==> src/rtl/irq_controller.sv <==
// irq_controller: prioritised interrupt controller with a small register window.
//
// Each source passes a 2-flop synchroniser and a history flop. Edge-mode sources
// latch a pending bit on a rising edge. Level-mode sources report the
// synchronised line directly. The lowest-index pending and enabled source is
// presented as interrupt_vector (index + 1, 0 = none). It is held until the CPU
// acknowledges it, or until the source goes away.
//
// Ports:
//   clk, reset_n        system clock, asynchronous active-low reset
//   irq_src             raw interrupt lines (asynchronous, active-high)
//   bus_sel             register window select
//   bus_address         byte offset; [4:3] pick PENDING/ENABLE/MODE/CLAIM
//   bus_write_enable    one-cycle write strobe
//   bus_read_enable     one-cycle read strobe
//   bus_write_data      write data (bits above NUM_SRC ignored)
//   bus_read_data       registered read data, valid the cycle after the strobe
//   interrupt_vector    presented vector
//   interrupt_ack       CPU acknowledge of the presented vector
module irq_controller #(
    parameter int unsigned         NUM_SRC      = 4,
    parameter int unsigned         VEC_W        = 4,
    parameter logic [NUM_SRC-1:0]  EDGE_DEFAULT = '1
) (
    input  logic               clk,
    input  logic               reset_n,
    input  logic [NUM_SRC-1:0] irq_src,
    input  logic               bus_sel,
    input  logic [4:0]         bus_address,
    input  logic               bus_write_enable,
    input  logic               bus_read_enable,
    input  logic [63:0]        bus_write_data,
    output logic [63:0]        bus_read_data,
    output logic [VEC_W-1:0]   interrupt_vector,
    input  logic               interrupt_ack
);

    typedef enum logic {StIdle, StPresent} state_e;

    localparam logic [1:0] RegPending = 2'd0;
    localparam logic [1:0] RegEnable  = 2'd1;
    localparam logic [1:0] RegMode    = 2'd2;
    localparam logic [1:0] RegClaim   = 2'd3;

    state_e               state_q, state_d;
    logic [NUM_SRC-1:0]   sync1_q, sync2_q, hist_q;
    logic [NUM_SRC-1:0]   pending_q, pending_d;
    logic [NUM_SRC-1:0]   enable_q, enable_d;
    logic [NUM_SRC-1:0]   mode_q, mode_d;
    logic [VEC_W-1:0]     vec_q, vec_d;
    logic [63:0]          rdata_q, rdata_d;

    logic [NUM_SRC-1:0]   pend_eff, active, rise, w1c, ack_clr, pres_mask;
    logic [VEC_W-1:0]     cand_vec;
    logic                 cand_valid, pres_live;
    logic                 wr_en, rd_en;
    logic [1:0]           reg_sel;
    logic                 unused_bus;

    assign wr_en   = bus_sel & bus_write_enable;
    assign rd_en   = bus_sel & bus_read_enable;
    assign reg_sel = bus_address[4:3];

    // Byte-lane bits and data bits beyond the source count carry no meaning.
    assign unused_bus = ^{bus_address[2:0], bus_write_data[63:NUM_SRC]};

    // Level-mode sources bypass the latch: the synchronised line is the pending bit.
    assign pend_eff = (mode_q & pending_q) | (~mode_q & sync2_q);
    assign active   = pend_eff & enable_q;
    assign rise     = sync2_q & ~hist_q;

    // Lowest index wins: scanning downward lets lower indices overwrite.
    always_comb begin
        cand_valid = 1'b0;
        cand_vec   = '0;
        for (int i = int'(NUM_SRC) - 1; i >= 0; i--) begin
            if (active[i]) begin
                cand_valid = 1'b1;
                cand_vec   = VEC_W'(i + 1);
            end
        end
    end

    // One-hot of the source behind the presented vector.
    always_comb begin
        pres_mask = '0;
        for (int unsigned i = 0; i < NUM_SRC; i++) begin
            pres_mask[i] = (vec_q == VEC_W'(i + 1));
        end
    end

    assign pres_live = |(pres_mask & active);

    always_comb begin
        state_d = state_q;
        vec_d   = vec_q;
        ack_clr = '0;
        unique case (state_q)
            StIdle: begin
                if (cand_valid) begin
                    vec_d   = cand_vec;
                    state_d = StPresent;
                end
            end
            StPresent: begin
                if (interrupt_ack) begin
                    ack_clr = pres_mask & mode_q;
                    vec_d   = '0;
                    state_d = StIdle;
                end else if (!pres_live) begin
                    vec_d   = '0;
                    state_d = StIdle;
                end
            end
            default: begin
                vec_d   = '0;
                state_d = StIdle;
            end
        endcase
    end

    always_comb begin
        w1c      = '0;
        enable_d = enable_q;
        mode_d   = mode_q;
        if (wr_en) begin
            unique case (reg_sel)
                RegPending: w1c      = bus_write_data[NUM_SRC-1:0];
                RegEnable:  enable_d = bus_write_data[NUM_SRC-1:0];
                RegMode:    mode_d   = bus_write_data[NUM_SRC-1:0];
                RegClaim:   ;
            endcase
        end
        // A new edge wins over any clear landing on the same cycle.
        // Level-mode sources keep their latch cleared.
        pending_d = mode_q & (rise | (pending_q & ~(w1c | ack_clr)));
    end

    // Reads sample the registers before any same-cycle write lands.
    always_comb begin
        rdata_d = rdata_q;
        if (rd_en) begin
            rdata_d = '0;
            unique case (reg_sel)
                RegPending: rdata_d[NUM_SRC-1:0] = pend_eff;
                RegEnable:  rdata_d[NUM_SRC-1:0] = enable_q;
                RegMode:    rdata_d[NUM_SRC-1:0] = mode_q;
                RegClaim:   rdata_d[VEC_W-1:0]   = vec_q;
            endcase
        end
    end

    always_ff @(posedge clk or negedge reset_n) begin
        if (!reset_n) begin
            sync1_q   <= '0;
            sync2_q   <= '0;
            hist_q    <= '0;
            pending_q <= '0;
            enable_q  <= '0;
            mode_q    <= EDGE_DEFAULT;
            state_q   <= StIdle;
            vec_q     <= '0;
            rdata_q   <= '0;
        end else begin
            sync1_q   <= irq_src;
            sync2_q   <= sync1_q;
            hist_q    <= sync2_q;
            pending_q <= pending_d;
            enable_q  <= enable_d;
            mode_q    <= mode_d;
            state_q   <= state_d;
            vec_q     <= vec_d;
            rdata_q   <= rdata_d;
        end
    end

    assign interrupt_vector = vec_q;
    assign bus_read_data    = rdata_q;

endmodule

==> config.mk <==
export PLATFORM = sky130hd
export DESIGN_NAME = irq_controller
export DESIGN_NICKNAME = d
export VERILOG_FILES = /design/src/rtl/irq_controller.sv
export SDC_FILE = /design/constraint.sdc
export NUM_CORES = 1
export LEC_CHECK = 0
export CAP_MARGIN = 20
export CORE_UTILIZATION = 30
export CTS_CLUSTER_DIAMETER = 60
export CTS_CLUSTER_SIZE = 16
export DETAILED_ROUTE_END_ITERATION = 7
export DONT_BUFFER_PORTS = 1
export SLEW_MARGIN = 20
export SYNTH_ARGS = -nofsm -noshare
export SYNTH_HDL_FRONTEND = slang
export SYNTH_SLANG_ARGS = --single-unit
==> constraint.sdc <==
create_clock -name clk -period 2.2 [get_ports clk]
set_input_delay 0.22 -clock clk [delete_from_list [all_inputs] [get_ports clk]]
set_output_delay 0.22 -clock clk [all_outputs]
set_load 0.005 [all_outputs]
==> results.md <==
* Highest Signal Layer: met4
* Average wire per standard cell at ~12 um
* Count of inserted antenna diode cells at 0
* Commonest cells in the netlist: sky130_fd_sc_hd__buf_4, sky130_fd_sc_hd__dfrtp_1, sky130_fd_sc_hd__nand2_1, sky130_fd_sc_hd__mux2_2, sky130_fd_sc_hd__nor2_1
* Post-CTS setup repair buffer count at 0
* Outcome: finished, final reports clean
* Start point of the worst hold path: bus_write_data[3]
* Global-route wire length before repair at 5.009 mm
* Total global routing track utilization at about a tenth
* CP Data Arrival Time at 1.98 ns
* Headroom to the max-slew limit at 62.44%
* Data required time of the worst path at 2.37 ns
* Number of buffers inserted by port buffering at 0
* Via count of the first global-routing pass at about 990
* Routed length on met3 at 284 um
* Most frequently used flop master after synthesis: sky130_fd_sc_hd__dfrtp_1
* Number of cells produced by synthesis at 175
* Synth top area cells: sky130_fd_sc_hd__dfrtp_1, sky130_fd_sc_hd__buf_4, sky130_fd_sc_hd__mux2_2
* Detailed-route wire length at 3.042 mm
* Worst setup path category: reg2reg
* Via density per instance at 4.169
* Depth of the CTS H-tree at 2
* Crit path capture type: flip-flop
* Register cell area after layout at 805.8 um2
* Highest Clock Rate at 553.2 MHz
* Total Negative Setup Slacks at 0 ns
* Layout net count at between 200 and 300
* Most repeated library cell on the critical path: sky130_fd_sc_hd__mux2_2
* Proportion of netlist area held by the largest area contributor at 37.38%
* Post-detailed-placement half-perimeter wirelength at 2.328 mm
* Cell chain of the critical path: mux2_2 -> mux4_1 -> mux2_2
* Max cap viols at 0
* Library cell used as clock root buffer: sky130_fd_sc_hd__clkbuf_8
* GP Congestion at 0.8033
* Area of the core region at approximately 0.006 mm2
* Top-count cell post-synth: sky130_fd_sc_hd__buf_4
* Final min period at 1.808 ns
* Area of the mapped netlist at 0.001874 mm2
* Startpoint Class: flip-flop
* Horiz. Die Dim at 81.04 um
* Post-Route M1 WL at 1.292 mm
* Worst Hold Class: in2reg
* I/O pin total at 147
* FF+latch count, synth at 32
* Period Utilization, post-route at between 80% and 90%
* Worst Tran Pin Value at 0.5591 ns
* Average cell area after synthesis at 10.71 um2
* Setup Viol. Count Final at 0
* Logic depth of the worst setup path including buffers at 3
* Share of the yosys chip area belonging to registers at a little over two fifths
* Post-route clock skew at 0.003546 ns
* Pin count of the biggest net entering global routing at 33
* Distinct cells, synth at 34
* Floorplan die area at 0.006567 mm2
* Number of nets with antenna violations after routing at 0
* Startpoint of the worst-slack reg-to-reg timing path: mode_q[1]$_DFFE_PN1P_
* Layout Area Growth over Synthesis at 2.670%
* Vias at 1088
* Starting density of the core at 31.29%
* Longest individual stage delay on the worst path at 0.56 ns
* Placement Rows at 28
* Peak ir drop on the vdd network at 0.4525 mV
* Cell with the largest stage delay on the worst path: sky130_fd_sc_hd__dfstp_2
* Asr flop ratio synth at 100.0%
* Worst setup startpoint: mode_q[1]$_DFFE_PN1P_
* Static leakage at 0.9050 nW
* Final Power at 1.790 mW
* Initial antenna violation count at 0
* CTS tree: yes
* Num CTS Buffers at 5
* Detail Route met2 WL at 1.431 mm
* Worst path top cell family by delay: multiplexers
* Area leader, netlist: sky130_fd_sc_hd__dfrtp_1
* Unrepaired setup endpoints after global routing: false
* Source-to-sink clock delay at the later pin of the worst-skew pair at 0.28 ns
* Die outline height at around 81 um
* Number of optimization iterations in the first detailed-route pass at 4
* Multi-input gate area in the final layout at between 800 and 900 um2
* Clock-pin slew on the worst setup and hold paths at approximately 0.060 ns
* Hold violation total from the final report at 0
* Remaining DRCs at 0
* Final core utilization at 32.12%
* R2R depth at 3
* 1st-iter DRT viols at a little under 70
* Buffers from clock root to sink, at most at 2
* Final number of max-transition violations at 0
* Share of layout cells above drive strength 1 at 17.74%
* Number of warnings printed during yosys synthesis at 0
* Fillers at 610
* Final global-route overflow total at 0
* Maximum net fanout on the critical path at 4
* Buffers and inverters on the worst path at 0
* Clock Sinks at 32
* Power Density at approximately 930 mW/mm2
* Cell count of the worst hold path at 1
* Number of enable-type register cells in the synthesized netlist at 0
logic make-up after synthesis:
group | synth area share (%)
buf+inv | 25.63
simple gates | 8.945
flops | 42.99
compound gates | 9.213
mux | 13.02
other cells | 0.2001
timing repair:
action,in CTS,in global routing
hold buffers,6,0
endpoints found under the hold margin,36,0
gates resized for setup,0,0
power breakdown:
part,switching (mW),total [mW],internal [mW]
clock,0.208,0.607,0.399
combinational,0.167,0.340,0.173
sequential,0.133,0.843,0.710
metal layers:
layer,vias to the layer above,global-route usage (%)
li1,499,-
met1,535,13.10
met2,50,15.80
met3,4,4.944
met4,0,3.214
met5,-,0
per-stage QoR:
step	worst slack, ns	hold WS (ns)	cells	instance area, um2
2_1_floorplan	0.5047	-0.07559	235	2100
3_3_place_gp	0.4079	-0.07486	247	1728
3_5_place_dp	0.4012	-0.07479	247	1728
4_1_cts	0.3841	0.07838	261	1924
5_1_grt	0.3577	0.07077	261	1924
6_report	0.3925	0.08593	261	1924
path summary, 6_finish.rpt:
path	to	slack (ns)
worst min-delay path	enable_q[3]$_DFFE_PN0P_	0.09
max in group asynchronous	mode_q[0]$_DFFE_PN1P_	1.58
worst max register to register	bus_read_data[1]$_DFFE_PN0P_	0.39
worst max-delay path	bus_read_data[1]$_DFFE_PN0P_	0.39
min in group asynchronous	pending_q[3]$_DFF_PN0_	0.38
worst min register to register	sync2_q[1]$_DFF_PN0_	0.35
layout make-up:
type / count / area share (%)
clock inverter: 1 / 1.560
tap: 75 / 4.876
clock buffer: 7 / 5.006
multi-input combinational: 136 / 42.26
inverter: 4 / 0.7802
sequential: 32 / 41.87
timing repair buffer: 6 / 3.641
flip-flops by register name (all words and copies together), names as in the netlist:
| signal | cells |
|---|---|
| hist_q | 4 |
| state_q | 1 |
| sync1_q | 4 |
| sync2_q | 4 |
| mode_q | 4 |
| pending_q | 4 |
| interrupt_vector | 3 |
| bus_read_data | 4 |
| enable_q | 4 |
placed cells by master, fill, tap and decap left out, drive strengths merged:
master / netlist / routed
nor2: 5 / 5
a41o: 1 / 1
nand3: 2 / 2
nor3b: 2 / 2
inv: 4 / 4
a21oi: 4 / 4
mux2: 15 / 15
nand3b: 1 / 1
nor2b: 2 / 2
o21ai: 3 / 3
o311ai: 2 / 2
clkbuf: 2 / 7
o22ai: 2 / 2
a22o: 1 / 1
o32a: 2 / 2
conb: 1 / 61
o2bb2ai: 1 / 1
or3: 1 / 1
nand2b: 2 / 2
nor3: 1 / 1
mux4: 3 / 3
dfrtp: 28 / 28
bufinv: 0 / 1
dfstp: 4 / 4
a32oi: 2 / 2
buf: 61 / 1
nand2: 17 / 17
or2b: 1 / 1
dlygate4sd3: 0 / 5
nand4b: 1 / 1
a21boi: 4 / 4
(Power assumes the default switching activity.)
